<file path="src/rtl/rx_pkg.sv">
// Shared definitions for the USB receive shifter.
// Contents:
//   rx_state_t          - receive FSM states
//   SYNC_PATTERN        - hunt register value after a full SYNC (LSB-first arrival 0000_0001)
//   DEFAULT_DATA_WIDTH  - default bits per assembled byte
//   DEFAULT_STUFF_LIMIT - default run of 1s after which a stuff bit follows
package rx_pkg;

  typedef enum logic [1:0] {
    IDLE,
    RECEIVE,
    STUFF,
    ERROR
  } rx_state_t;

  localparam logic [7:0]  SYNC_PATTERN        = 8'h80;
  localparam int unsigned DEFAULT_DATA_WIDTH  = 8;
  localparam int unsigned DEFAULT_STUFF_LIMIT = 6;

endpackage

</file>
<file path="src/rtl/flex_stp_sr.sv">
// Flexible serial-to-parallel shift register.
// Parameters:
//   NUM_BITS  - register width (>= 2)
//   SHIFT_MSB - 1: shift toward MSB, new bit enters LSB
//               0: shift toward LSB, new bit enters MSB (LSB-first serial streams)
// Ports:
//   clk            - clock
//   rst            - asynchronous active-high reset (clears register)
//   shift_enable_i - shift one bit in this cycle
//   serial_in_i    - incoming bit
//   parallel_out_o - current register contents
module flex_stp_sr #(
  parameter int unsigned NUM_BITS  = 8,
  parameter bit          SHIFT_MSB = 1'b0
) (
  input  logic                clk,
  input  logic                rst,
  input  logic                shift_enable_i,
  input  logic                serial_in_i,
  output logic [NUM_BITS-1:0] parallel_out_o
);

  logic [NUM_BITS-1:0] sr_q, sr_d;

  always_comb begin
    sr_d = sr_q;
    if (shift_enable_i) begin
      if (SHIFT_MSB) begin
        sr_d = {sr_q[NUM_BITS-2:0], serial_in_i};
      end else begin
        sr_d = {serial_in_i, sr_q[NUM_BITS-1:1]};
      end
    end
  end

  always_ff @(posedge clk or posedge rst) begin
    if (rst) begin
      sr_q <= '0;
    end else begin
      sr_q <= sr_d;
    end
  end

  assign parallel_out_o = sr_q;

endmodule

</file>
<file path="src/rtl/receive_shift.sv">
// USB receive path: serial-to-parallel shifter with SYNC hunt and bit-stuff removal.
// Build option:
//   RX_SYNC_HUNT_EN defined   - IDLE hunts for the SYNC pattern before receiving.
//   RX_SYNC_HUNT_EN undefined - first strobe in IDLE starts the packet as data bit 0
//                               (SYNC, if present, is delivered as the first byte).
// Ports:
//   clk            - system clock
//   rst            - asynchronous active-high reset
//   serial_in_i    - NRZI-decoded bit, valid when shift_strobe_i=1
//   shift_strobe_i - one-cycle pulse per received bit period
//   eop_i          - end of packet from the front end (level)
//   rx_data_o      - last completed byte, held until the next one completes
//   byte_valid_o   - one-cycle pulse when rx_data_o is updated
//   receiving_o    - high from packet start until EOP or stuff error
//   stuff_err_o    - sticky stuff violation flag, cleared at next packet start
//   eop_err_o      - one-cycle pulse: EOP with a partial byte pending
module receive_shift
  import rx_pkg::*;
#(
  parameter int unsigned DATA_WIDTH  = DEFAULT_DATA_WIDTH,
  parameter int unsigned STUFF_LIMIT = DEFAULT_STUFF_LIMIT
) (
  input  logic                  clk,
  input  logic                  rst,
  input  logic                  serial_in_i,
  input  logic                  shift_strobe_i,
  input  logic                  eop_i,
  output logic [DATA_WIDTH-1:0] rx_data_o,
  output logic                  byte_valid_o,
  output logic                  receiving_o,
  output logic                  stuff_err_o,
  output logic                  eop_err_o
);

  localparam int unsigned BitCntW  = $clog2(DATA_WIDTH);
  localparam int unsigned OnesCntW = $clog2(STUFF_LIMIT + 1);

  localparam logic [BitCntW-1:0]  LastBit    = BitCntW'(DATA_WIDTH - 1);
  localparam logic [OnesCntW-1:0] StuffLimit = OnesCntW'(STUFF_LIMIT);

  rx_state_t             state_q;
  logic [BitCntW-1:0]    bit_cnt_q;
  logic [OnesCntW-1:0]   ones_cnt_q;
  logic [DATA_WIDTH-1:0] rx_data_q;
  logic                  byte_valid_q;
  logic                  receiving_q;
  logic                  stuff_err_q;
  logic                  eop_err_q;

`ifdef RX_SYNC_HUNT_EN
  logic [7:0] hunt_q;
  logic [7:0] hunt_next;
`endif

  // Only the first DATA_WIDTH-1 bits are stored; the completing bit comes straight
  // from serial_in_i so the byte can be registered on the same edge.
  logic [DATA_WIDTH-2:0] sr_par;
  logic [DATA_WIDTH-1:0] byte_asm;
  logic [OnesCntW-1:0]   ones_next;
  logic                  data_bit;
  logic                  shift_en;

  always_comb begin
    data_bit = 1'b0;
    if (shift_strobe_i && !eop_i) begin
      unique case (state_q)
        RECEIVE: data_bit = 1'b1;
`ifdef RX_SYNC_HUNT_EN
        IDLE:    data_bit = 1'b0;
`else
        IDLE:    data_bit = 1'b1;
`endif
        default: data_bit = 1'b0;
      endcase
    end
  end

  // The completing bit of a byte is never stored, so suppress that shift.
  assign shift_en  = data_bit && !(state_q == RECEIVE && bit_cnt_q == LastBit);
  assign byte_asm  = {serial_in_i, sr_par};
  assign ones_next = serial_in_i ? ones_cnt_q + 1'b1 : '0;

`ifdef RX_SYNC_HUNT_EN
  assign hunt_next = {serial_in_i, hunt_q[7:1]};
`endif

  flex_stp_sr #(
    .NUM_BITS  (DATA_WIDTH - 1),
    .SHIFT_MSB (1'b0)
  ) u_data_sr (
    .clk            (clk),
    .rst            (rst),
    .shift_enable_i (shift_en),
    .serial_in_i    (serial_in_i),
    .parallel_out_o (sr_par)
  );

  always_ff @(posedge clk or posedge rst) begin
    if (rst) begin
      state_q      <= IDLE;
      bit_cnt_q    <= '0;
      ones_cnt_q   <= '0;
      rx_data_q    <= '0;
      byte_valid_q <= 1'b0;
      receiving_q  <= 1'b0;
      stuff_err_q  <= 1'b0;
      eop_err_q    <= 1'b0;
`ifdef RX_SYNC_HUNT_EN
      hunt_q       <= '0;
`endif
    end else begin
      byte_valid_q <= 1'b0;
      eop_err_q    <= 1'b0;
      if (eop_i) begin
        // EOP beats a coincident strobe: that bit (and any byte it completes) is dropped.
        if ((state_q == RECEIVE || state_q == STUFF) && bit_cnt_q != '0) begin
          eop_err_q <= 1'b1;
        end
        state_q     <= IDLE;
        receiving_q <= 1'b0;
        bit_cnt_q   <= '0;
        ones_cnt_q  <= '0;
`ifdef RX_SYNC_HUNT_EN
        hunt_q      <= '0;
`endif
      end else if (shift_strobe_i) begin
        unique case (state_q)
          IDLE: begin
`ifdef RX_SYNC_HUNT_EN
            if (hunt_next == SYNC_PATTERN) begin
              state_q     <= RECEIVE;
              receiving_q <= 1'b1;
              stuff_err_q <= 1'b0;
              bit_cnt_q   <= '0;
              // The trailing 1 of SYNC counts toward the first stuff run.
              ones_cnt_q  <= OnesCntW'(1);
              hunt_q      <= '0;
            end else begin
              hunt_q <= hunt_next;
            end
`else
            state_q     <= RECEIVE;
            receiving_q <= 1'b1;
            stuff_err_q <= 1'b0;
            bit_cnt_q   <= BitCntW'(1);
            ones_cnt_q  <= OnesCntW'(serial_in_i);
`endif
          end
          RECEIVE: begin
            ones_cnt_q <= ones_next;
            if (bit_cnt_q == LastBit) begin
              rx_data_q    <= byte_asm;
              byte_valid_q <= 1'b1;
              bit_cnt_q    <= '0;
            end else begin
              bit_cnt_q <= bit_cnt_q + 1'b1;
            end
            if (ones_next == StuffLimit) begin
              state_q <= STUFF;
            end
          end
          STUFF: begin
            if (!serial_in_i) begin
              ones_cnt_q <= '0;
              state_q    <= RECEIVE;
            end else begin
              stuff_err_q <= 1'b1;
              receiving_q <= 1'b0;
              state_q     <= ERROR;
            end
          end
          ERROR: begin
            // Wait for EOP; strobes are ignored.
          end
        endcase
      end
    end
  end

  assign rx_data_o    = rx_data_q;
  assign byte_valid_o = byte_valid_q;
  assign receiving_o  = receiving_q;
  assign stuff_err_o  = stuff_err_q;
  assign eop_err_o    = eop_err_q;

endmodule

</file>
<file path="config.mk">
export PLATFORM = sky130hd
export DESIGN_NAME = receive_shift
export DESIGN_NICKNAME = d
export VERILOG_FILES = /design/src/rtl/rx_pkg.sv /design/src/rtl/flex_stp_sr.sv /design/src/rtl/receive_shift.sv
export SDC_FILE = /design/constraint.sdc
export NUM_CORES = 1
export LEC_CHECK = 0
export ABC_AREA = 1
export CAP_MARGIN = 20
export CORE_MARGIN = 2
export CORE_UTILIZATION = 60
export DETAILED_ROUTE_END_ITERATION = 12
export DONT_BUFFER_PORTS = 1
export PLACE_DENSITY = 0.86
export SLEW_MARGIN = 25
export SYNTH_ARGS = -nofsm -noshare
export SYNTH_HDL_FRONTEND = slang
export SYNTH_SLANG_ARGS = --single-unit
</file>
<file path="constraint.sdc">
create_clock -name clk -period 1.95 [get_ports clk]
set_input_delay 0.39 -clock clk [delete_from_list [all_inputs] [get_ports clk]]
set_output_delay 0.39 -clock clk [all_outputs]
set_load 0.03 [all_outputs]
</file>
# Word-level counts from Yosys, hierarchy flattened
# Cells that the tools add are included.
totals:
  output_inout_bits: 12
  ff_bits: 27
op_classes:
  n_reduce_logical: 21
  add_sub_neg: 2
  eq_ne: 8
  mux: 28
  n_bitwise: 1
ops:
  columns: ["operator", "n"]
  rows:
  - ["$mux W3", 7]
  - ["$mux W1", 12]
  - ["$pmux W3 S3", 1]
  - ["$reduce_and A3 Y1", 3]
  - ["$reduce_bool A3 Y1", 3]
  - ["$mux W2", 4]
  - ["$reduce_and A4 Y1", 2]
  - ["$add A3 B1 Y3 const B", 2]
  - ["$eq A3 B3 Y1 const B", 2]
  - ["$ne A3 B3 Y1 const B", 2]
  - ["$pmux W2 S3", 1]
  - ["$pmux W3 S2", 1]
  - ["$logic_and A1 B1 Y1", 4]
  - ["$pmux W1 S2", 2]
  - ["$reduce_bool A2 Y1", 2]
  - ["$reduce_bool A4 Y1", 1]
  - ["$ne A3 B2 Y1 const B", 1]
  - ["$eq A2 B1 Y1 const B", 1]
  - ["$eq A2 B2 Y1 const B", 1]
  - ["$logic_not A1 Y1", 2]
  - ["$logic_not A2 Y1", 1]
  - ["$ne A2 B2 Y1 const B", 1]
  - ["$reduce_and A2 Y1", 1]
  - ["$reduce_or A2 Y1", 1]
  - ["2 further kinds", 2]

# Logic depth before layout (Yosys ltp)
# Gate-level depths: netlist of the first run.
logic_depth:
  word_depth: 7
  ltp_mapped: 9
  ltp_nobuf: 9

# Cells and area by module
# Synthesis of the first run repeated with hierarchy kept, for this count alone.
unflattened:
  hier_cells: 158
  area_unflattened_um2: 1323.8
modules_own_cells:
  columns: ["module", "area_each_um2", "cells_each", "n_inst"]
  rows:
  - ["receive_shift", 1051.0, 127, 1]
  - ["flex_stp_sr", 272.8, 31, 1]

# Worst setup path after synthesis of the first run
# OpenSTA, ideal clock, no wires.
synth_timing:
  path_kind: "register to register"
  startpoint: "register bit_cnt_q[0]"
  endpoint: "register rx_data_q[1] (netlist: rx_data_o[1])"
  slack_ps: 606
  path_stages_with_launch: 9
  period_less_slack_ps: 1344
  t_arrival_ps: 1271
  path_cell_list: "dfrtp_1 > ha_1 > ha_1 > nand2_1 > nor2_4 > inv_2 > buf_6 > nand2_1 > o21ai_2"
synth_between:
  elab_chain_cells: 2
synth_rtl:
  columns: ["element", "line", "rtl"]
  rows:
  - ["from (decl)", "receive_shift.sv:42", "logic [BitCntW-1:0] bit_cnt_q;"]
  - ["from (signal assigned)", "receive_shift.sv:145", "bit_cnt_q <= BitCntW'(1);"]
  - ["from (signal assigned)", "receive_shift.sv:156", "bit_cnt_q <= bit_cnt_q + 1'b1;"]
  - ["$eq A3 B3 Y1", "receive_shift.sv:151", "if (bit_cnt_q == LastBit) begin"]
  - ["$reduce_and A4 Y1 (no line)", null, null]
  - ["to (signal assigned)", "receive_shift.sv:152", "rx_data_q <= byte_asm;"]
  - ["to (decl)", "receive_shift.sv:44", "logic [DATA_WIDTH-1:0] rx_data_q;"]
# Every way passes these cells.
# A chain may end at the register's enable or synchronous reset.

# Worst setup path in the final report of the first run
layout_timing:
  startpoint: "register state_q[0]"
  endpoint: "register ones_cnt_q[1]"
layout_between:
  elab_chain_cells: 4
  word_cells_on_any_way: 9
  cone_classes: "eq/ne (3); mux (3); reduce/logical (3)"
layout_rtl:
  columns: ["element", "line", "rtl"]
  rows:
  - ["from (decl)", "receive_shift.sv:41", "rx_state_t state_q;"]
  - ["from (signal assigned)", "receive_shift.sv:100", "state_q <= IDLE;"]
  - ["from (signal assigned)", "receive_shift.sv:119", "state_q <= IDLE;"]
  - ["from (signal assigned)", "receive_shift.sv:142", "state_q <= RECEIVE;"]
  - ["$eq A2 B2 Y1 (tied with other cells)", "receive_shift.sv:127", "unique case (state_q)"]
  - ["$pmux W3 S3", "receive_shift.sv:127", null]
  - ["$mux W3", "receive_shift.sv:126", "end else if (shift_strobe_i) begin"]
  - ["$mux W3", "receive_shift.sv:114", "if (eop_i) begin"]
  - ["to (signal assigned)", "receive_shift.sv:146", "ones_cnt_q <= OnesCntW'(serial_in_i);"]
  - ["to (signal assigned)", "receive_shift.sv:150", "ones_cnt_q <= ones_next;"]
  - ["to (decl)", "receive_shift.sv:43", "logic [OnesCntW-1:0] ones_cnt_q;"]
# Parallel ways exist; a longest one is shown, timed or not. The select of a mux whose other input is x is not followed.

==> impl_metrics.py, run 1 <==
metrics = {
    "yosys": {
        "synth_edf_count": 0,
        "synth.ff_latch_count": 27,
        "synth_top_family_by_area": "simple AND/OR/NAND/NOR gates",
        "synth.mux.area_fraction_pct": 0,
        "yosys_warnings": 0,
        "yosysTopAreaCellShare_pct": 50.8,
        "ys_seq_area_share_pct": 50.8,
        "synth_cell_types": 18,
        "synthFlopType": "dfrtp_1",
        "synth.top_cells.by_count": "nand2_1, dfrtp_1, inv_1, o21ai_2, o21ai_0",
        "yosys.area_share.simple_pct": 19.5,
        "async_reset_ff_share_pct": 100,
        "synth-xor-area-share_pct": 0,
        "postSynthCellCount": 147,
        "avgSynthCellArea_sq_um": 9.05,
        "yosys.area.top_type": "dfrtp_1",
        "syn_area_sq_um": 1330,
        "synth_compound_area_share_pct": 15.3,
        "yosysMostFrequentCell": "nand2_1",
        "synth_nets": 159,
        "synth.top_cells.by_area": "dfrtp_1, nand2_1, o21ai_2",
        "synth-adder-area-share_pct": 6.59,
    },
    "placement": {
        "placed_area_sq_um": 1350,
        "io_buffers": 0,
        "hpwl_mm": 1.79,
        "place.gp.congestion": 0.874,
        "pre_cts_ws_ns": 0.429,
    },
    "power_and_ir_drop": {
        "p_leak_uw": 0.000683,
        "powerDensity_nw_per_um2": 1130,
        "ir_drop_mv": 0.589,
    },
    "final_layout": {
        "diodes": 0,
        "filler_cell_count": 182,
        "regArea_sq_um": 676,
        "nets": 163,
        "final_util_pct": 64.1,
        "syn_to_final_growth_pct": 3.48,
        "drive_gt1_share_pct": 16.0,
        "multi_input_area_sq_um": 551,
        "design_area_sq_um": 1380,
    },
    "clock_network": {
        "hold_buffers": 0,
        "clk_latency_ns": 0.31,
        "cts_tree": "built",
        "cts.repair.resized": 0,
        "cts_setup_buffers": 0,
        "clkSinkCount": 27,
        "clk_pin_slew_ns": 0.14,
        "cts_htree_levels": 1,
        "clockBufferDepth": 2,
        "numCtsBuffers": 3,
        "cts-root-buf": "clkbuf_4",
    },
    "sta": {
        "final.setup.tns_ns": 0,
        "hold-worst-slack_ns": 0.000332,
        "hold_viol_final": 0,
        "finalClockSkew_ns": 0.00314,
        "layout_min_cycle_time_ns": 1.55,
        "timing.fmax_mhz": 645,
        "final.setup.worst_slack_ns": 0.401,
        "setup_viol": 0,
        "slew_headroom_pct": 73.7,
        "finalMaxSlewViolations": 0,
        "finalCritPeriodShare_pct": 79.5,
        "tightest_slew_ns": 0.393,
        "rsz0062_at_grt": "false",
    },
    "die": {
        "num_io_pins": 17,
        "fp.dieW_um": 51.1,
        "core-area_sq_um": 2150,
        "start_util_pct": 61.9,
        "num_rows": 17,
        "dieArea_sq_um": 2610,
        "die_y_um": 51.1,
    },
    "min_path": {
        "hold_class": "in -> async",
    },
    "global_routing": {
        "grt_max_degree": 28,
        "antenna_found_initial": 0,
        "overflow": 0,
        "grt_first_pass_wirelength_mm": 4.04,
        "grt_pass1_vias": 947,
        "track_usage_pct": 20.4,
    },
    "routing": {
        "drtAntennaViolNets": 0,
        "wl_mm": 2.34,
        "drcViolationCount": 0,
        "drt_iter0_markers": 33,
        "vias": 978,
        "first_pass_iters": 4,
        "viasPerCell": 5.49,
        "post_drt_wl_per_cell_um": 13.2,
    },
    "outcome": {
        "status": "completed",
    },
    "critical_path": {
        "end_kind": "flip-flop",
        "cp-start-kind": "flip-flop",
        "cp_data_arrival_time_ns": 1.79,
        "max_stage_delay_ns": 0.43,
        "cpLargestDelayFamily": "compound AO/OA/AOI/OAI gates",
        "required_ns": 2.19,
        "cp_max_fo": 6,
        "worst_path_most_repeated_cell": "nand2_1",
        "worst-setup-path-type": "reg -> reg",
        "worstPathCellList": "inv_1 > ha_1 > nand2_1 > o211ai_1 > nand2_1 > o21ai_0",
        "worst_path_max_delay_cell": "dfrtp_1",
        "cp_num_buf_inv": 1,
    },
    "job": {
        "maxCapViolations": 0,
    },
}
[cells by family after synthesis]
logic type | Yosys count
and+or+nand+nor | 61
AOI/OAI and AO/OA | 29
DFF | 27
buffers and inverters | 23
adders and majority gates | 7
[flip-flops by register name, indices dropped and copies added, names as in the netlist]
name and count:
u_data_sr.parallel_out_o 7, ones_cnt_q 3, byte_valid_o 1, stuff_err_o 1, state_q 2, rx_data_o 8
receiving_o 1, bit_cnt_q 3, eop_err_o 1
[metal layers]
metal  up-vias  global-route usage [%]  part of all wire, %
met1       467                    24.5                   41
met3         2                    3.80                  6.3
met4         0                    5.41                 0.55
met5         -                       0                    0
met2        38                    37.0                   52
li1        471                       -                    -
[metrics by stage]
step           total power [uW]  std cells
2_1_floorplan              1220        147
3_3_place_gp               1290        174
3_5_place_dp               1330        174
4_1_cts                    1560        178
5_1_grt                    1670        178
6_report                   1560        178
[cell type report]
class / instances / area share [%]
Tap cell: 28 / 2.55
Timing Repair Buffer: 1 / 0.545
Clock buffer: 4 / 1.91
Multi-Input combinational cell: 97 / 40.0
Sequential cell: 27 / 49.1
Inverter: 21 / 5.91
[path summary, 6_finish.rpt]
kind	startpoint	to	slack (ns)	depth (start not counted)
setup / recovery	state_q[0]$_DFFE_PP0P_	ones_cnt_q[1]$_DFFE_PP0P_	0.40	6
hold / removal	rst	rx_data_o[0]$_DFFE_PP0P_	0.0003	2
setup reg to reg	state_q[0]$_DFFE_PP0P_	ones_cnt_q[1]$_DFFE_PP0P_	0.40	6
hold reg to reg	u_data_sr.parallel_out_o[2]$_DFFE_PP0P_	u_data_sr.parallel_out_o[2]$_DFFE_PP0P_	0.51	2
max in group asynchronous	rst	eop_err_o$_DFF_PP0_	1.70	2
min in group clk	eop_i	eop_err_o$_DFF_PP0_	0.19	2
[worst register-to-register path, stage by stage (launching register included)]
cell and delay, ns:
dfrtp_1 0.43, inv_1 0.09, ha_1 0.25, nand2_1 0.14, o211ai_1 0.37, nand2_1 0.09
o21ai_0 0.10
[report_power, final]
group | switching, uW | leakage (uW) | internal, uW
clock network | 157 | 0.0000150 | 79.8
registers | 137 | 0.000358 | 681
logic | 337 | 0.000309 | 170
total | 630 | 0.000683 | 931
[layout by cell type, fill, tap and decap left out]
master / n
a21oi_1: 2
a21oi_2: 1
buf_4: 1
clkbuf_1: 1
clkbuf_4: 3
dfrtp_1: 27
ha_1: 7
inv_1: 19
inv_2: 1
inv_4: 1
nand2_1: 41
nand2_2: 1
nand2_4: 1
nand3_1: 9
nor2_1: 7
nor2_4: 1
nor3_1: 1
o211ai_1: 1
o21ai_0: 11
o21ai_2: 14
No activity file was read; power rests on OpenSTA's default activity.
==> run 2: changes to the inputs <==
clock period = 1.6 ns   (was 1.95 ns; I/O delays follow)
==> impl_metrics.py, run 2 (synthesized netlist as in run 1, its figures left out) <==
metrics = {
    "outcome": {
        "status": "completed",
    },
    "routing": {
        "viasPerCell": 5.34,
        "drtAntennaViolNets": 0,
        "post_drt_wl_per_cell_um": 13.0,
        "first_pass_iters": 5,
        "wl_mm": 2.34,
        "drcViolationCount": 0,
        "drt_iter0_markers": 38,
        "vias": 962,
    },
    "critical_path": {
        "worst-setup-path-type": "reg -> reg",
        "end_kind": "flip-flop",
        "cp_data_arrival_time_ns": 1.73,
        "cp-start-kind": "flip-flop",
        "cp_max_fo": 15,
        "required_ns": 1.86,
    },
    "global_routing": {
        "grt_first_pass_wirelength_mm": 4.13,
        "grt_max_degree": 28,
        "overflow": 0,
        "antenna_found_initial": 0,
        "grt_pass1_vias": 931,
        "track_usage_pct": 20.9,
    },
    "power_and_ir_drop": {
        "sw_frac_of_total_pct": 40.6,
        "p_leak_uw": 0.000697,
        "clock_power_share_pct": 15.1,
        "seqPwrFrac_pct": 51.5,
        "power.switching_uw": 783,
        "ir_drop_mv": 0.721,
        "combPwrFrac_pct": 33.3,
        "internal-power_uw": 1140,
        "powerDensity_nw_per_um2": 1370,
    },
    "min_path": {
        "hold_class": "in -> reg",
    },
    "final_layout": {
        "layout_common_cells": "nand2_1, dfrtp_1, inv_1",
        "syn_to_final_growth_pct": 5.46,
        "nets": 165,
        "diodes": 0,
        "drive_gt1_share_pct": 17.1,
        "filler_cell_count": 175,
        "mostFrequentLayoutCell": "nand2_1",
        "regArea_sq_um": 676,
        "multi_input_area_sq_um": 556,
        "largest_register_ffs": 8,
        "design_area_sq_um": 1400,
    },
    "die": {
        "dieArea_sq_um": 2610,
        "die_y_um": 51.1,
        "core-area_sq_um": 2150,
        "num_io_pins": 17,
        "start_util_pct": 61.9,
        "num_rows": 17,
        "fp.dieW_um": 51.1,
    },
    "sta": {
        "hold_viol_final": 0,
        "final.setup.tns_ns": 0,
        "slew_headroom_pct": 77.9,
        "tightest_slew_ns": 0.332,
        "finalClockSkew_ns": 0.00306,
        "finalCritPeriodShare_pct": 92.4,
        "finalMaxSlewViolations": 0,
        "layout_min_cycle_time_ns": 1.48,
        "hold-worst-slack_ns": 0.110,
        "rsz0062_at_grt": "false",
        "setup_viol": 0,
        "timing.fmax_mhz": 677,
    },
    "job": {
        "maxCapViolations": 0,
    },
    "clock_network": {
        "clk_pin_slew_ns": 0.15,
        "clk_latency_ns": 0.32,
        "cts-root-buf": "clkbuf_4",
        "numCtsBuffers": 3,
        "clockBufferDepth": 2,
        "cts_tree": "built",
        "clkSinkCount": 27,
        "cts_htree_levels": 1,
    },
    "placement": {
        "place.gp.congestion": 0.872,
        "hpwl_mm": 1.76,
        "io_buffers": 0,
        "placed_area_sq_um": 1350,
    },
}
==> run 2: worst paths after layout <==
check / from / endpoint / slack (ns) / cells past startpoint
min in group asynchronous: rst / ones_cnt_q[2]$_DFFE_PP0P_ / 0.49 / 3
min: eop_i / eop_err_o$_DFF_PP0_ / 0.11 / 2
max: bit_cnt_q[0]$_DFFE_PP0P_ / rx_data_o[1]$_DFFE_PP0P_ / 0.12 / 7
max reg2reg: bit_cnt_q[0]$_DFFE_PP0P_ / rx_data_o[1]$_DFFE_PP0P_ / 0.12 / 7
min reg2reg: u_data_sr.parallel_out_o[3]$_DFFE_PP0P_ / u_data_sr.parallel_out_o[3]$_DFFE_PP0P_ / 0.51 / 2
max in group asynchronous: rst / u_data_sr.parallel_out_o[0]$_DFFE_PP0P_ / 0.86 / 3
==> run 2: power groups by stage <==
| stage | clock, uW | combinational (uW) | sequential, uW |
|---|---|---|---|
| global placement | 0 | 573 | 997 |
| floorplan | 0 | 514 | 975 |
| finish | 292 | 643 | 993 |
| detailed placement | 0 | 615 | 1010 |
| CTS | 297 | 622 | 993 |
| global route | 324 | 730 | 1010 |
==> run 2: per-stage QoR <==
step	std cells	power, uW	util, %	worst slack [ns]
3_3_place_gp	174	1570	62.8	0.142
6_report	180	1930	65.3	0.122
5_1_grt	180	2070	65.3	0.00974
2_1_floorplan	147	1490	-	0.256
4_1_cts	179	1910	64.6	0.0191
3_5_place_dp	174	1620	62.8	0.0614
==> run 2: per-layer routing <==
layer | global-route usage (%) | vias up | wire length (um)
met5 | 0 | - | 0
met2 | 36.4 | 26 | 1240
met1 | 26.6 | 455 | 978
li1 | - | 479 | -
met4 | 5.86 | 0 | 10
met3 | 3.51 | 2 | 119
==> run 2: what timing repair did <==
item,CTS,global route
endpoints found under the hold margin,27,0
hold buffers,1,0
endpoints found under the setup margin,0,15
setup buffers,0,1
resized for setup,0,4
==> run 2: critical path: stages (launching register included) <==
cell and delay (ns):
dfrtp_1 0.44, ha_1 0.21, ha_1 0.19, nand2_1 0.17, nor2_4 0.08, inv_4 0.16, nand2_1 0.10, o21ai_2 0.07
==> run 2: final cells by class <==
class	count	share of cell area, %
Timing Repair Buffer	3	1.78
Inverter	21	5.98
Tap cell	28	2.50
Sequential cell	27	48.2
Clock buffer	3	1.61
Clock inverter	1	0.357
Multi-Input combinational cell	97	39.6
==> run 3: changes to the inputs <==
CTS_CLUSTER_SIZE = 25   (was not set)
==> results of run 3 <==
Final layout, timing and power as in run 2 (identical DEF).
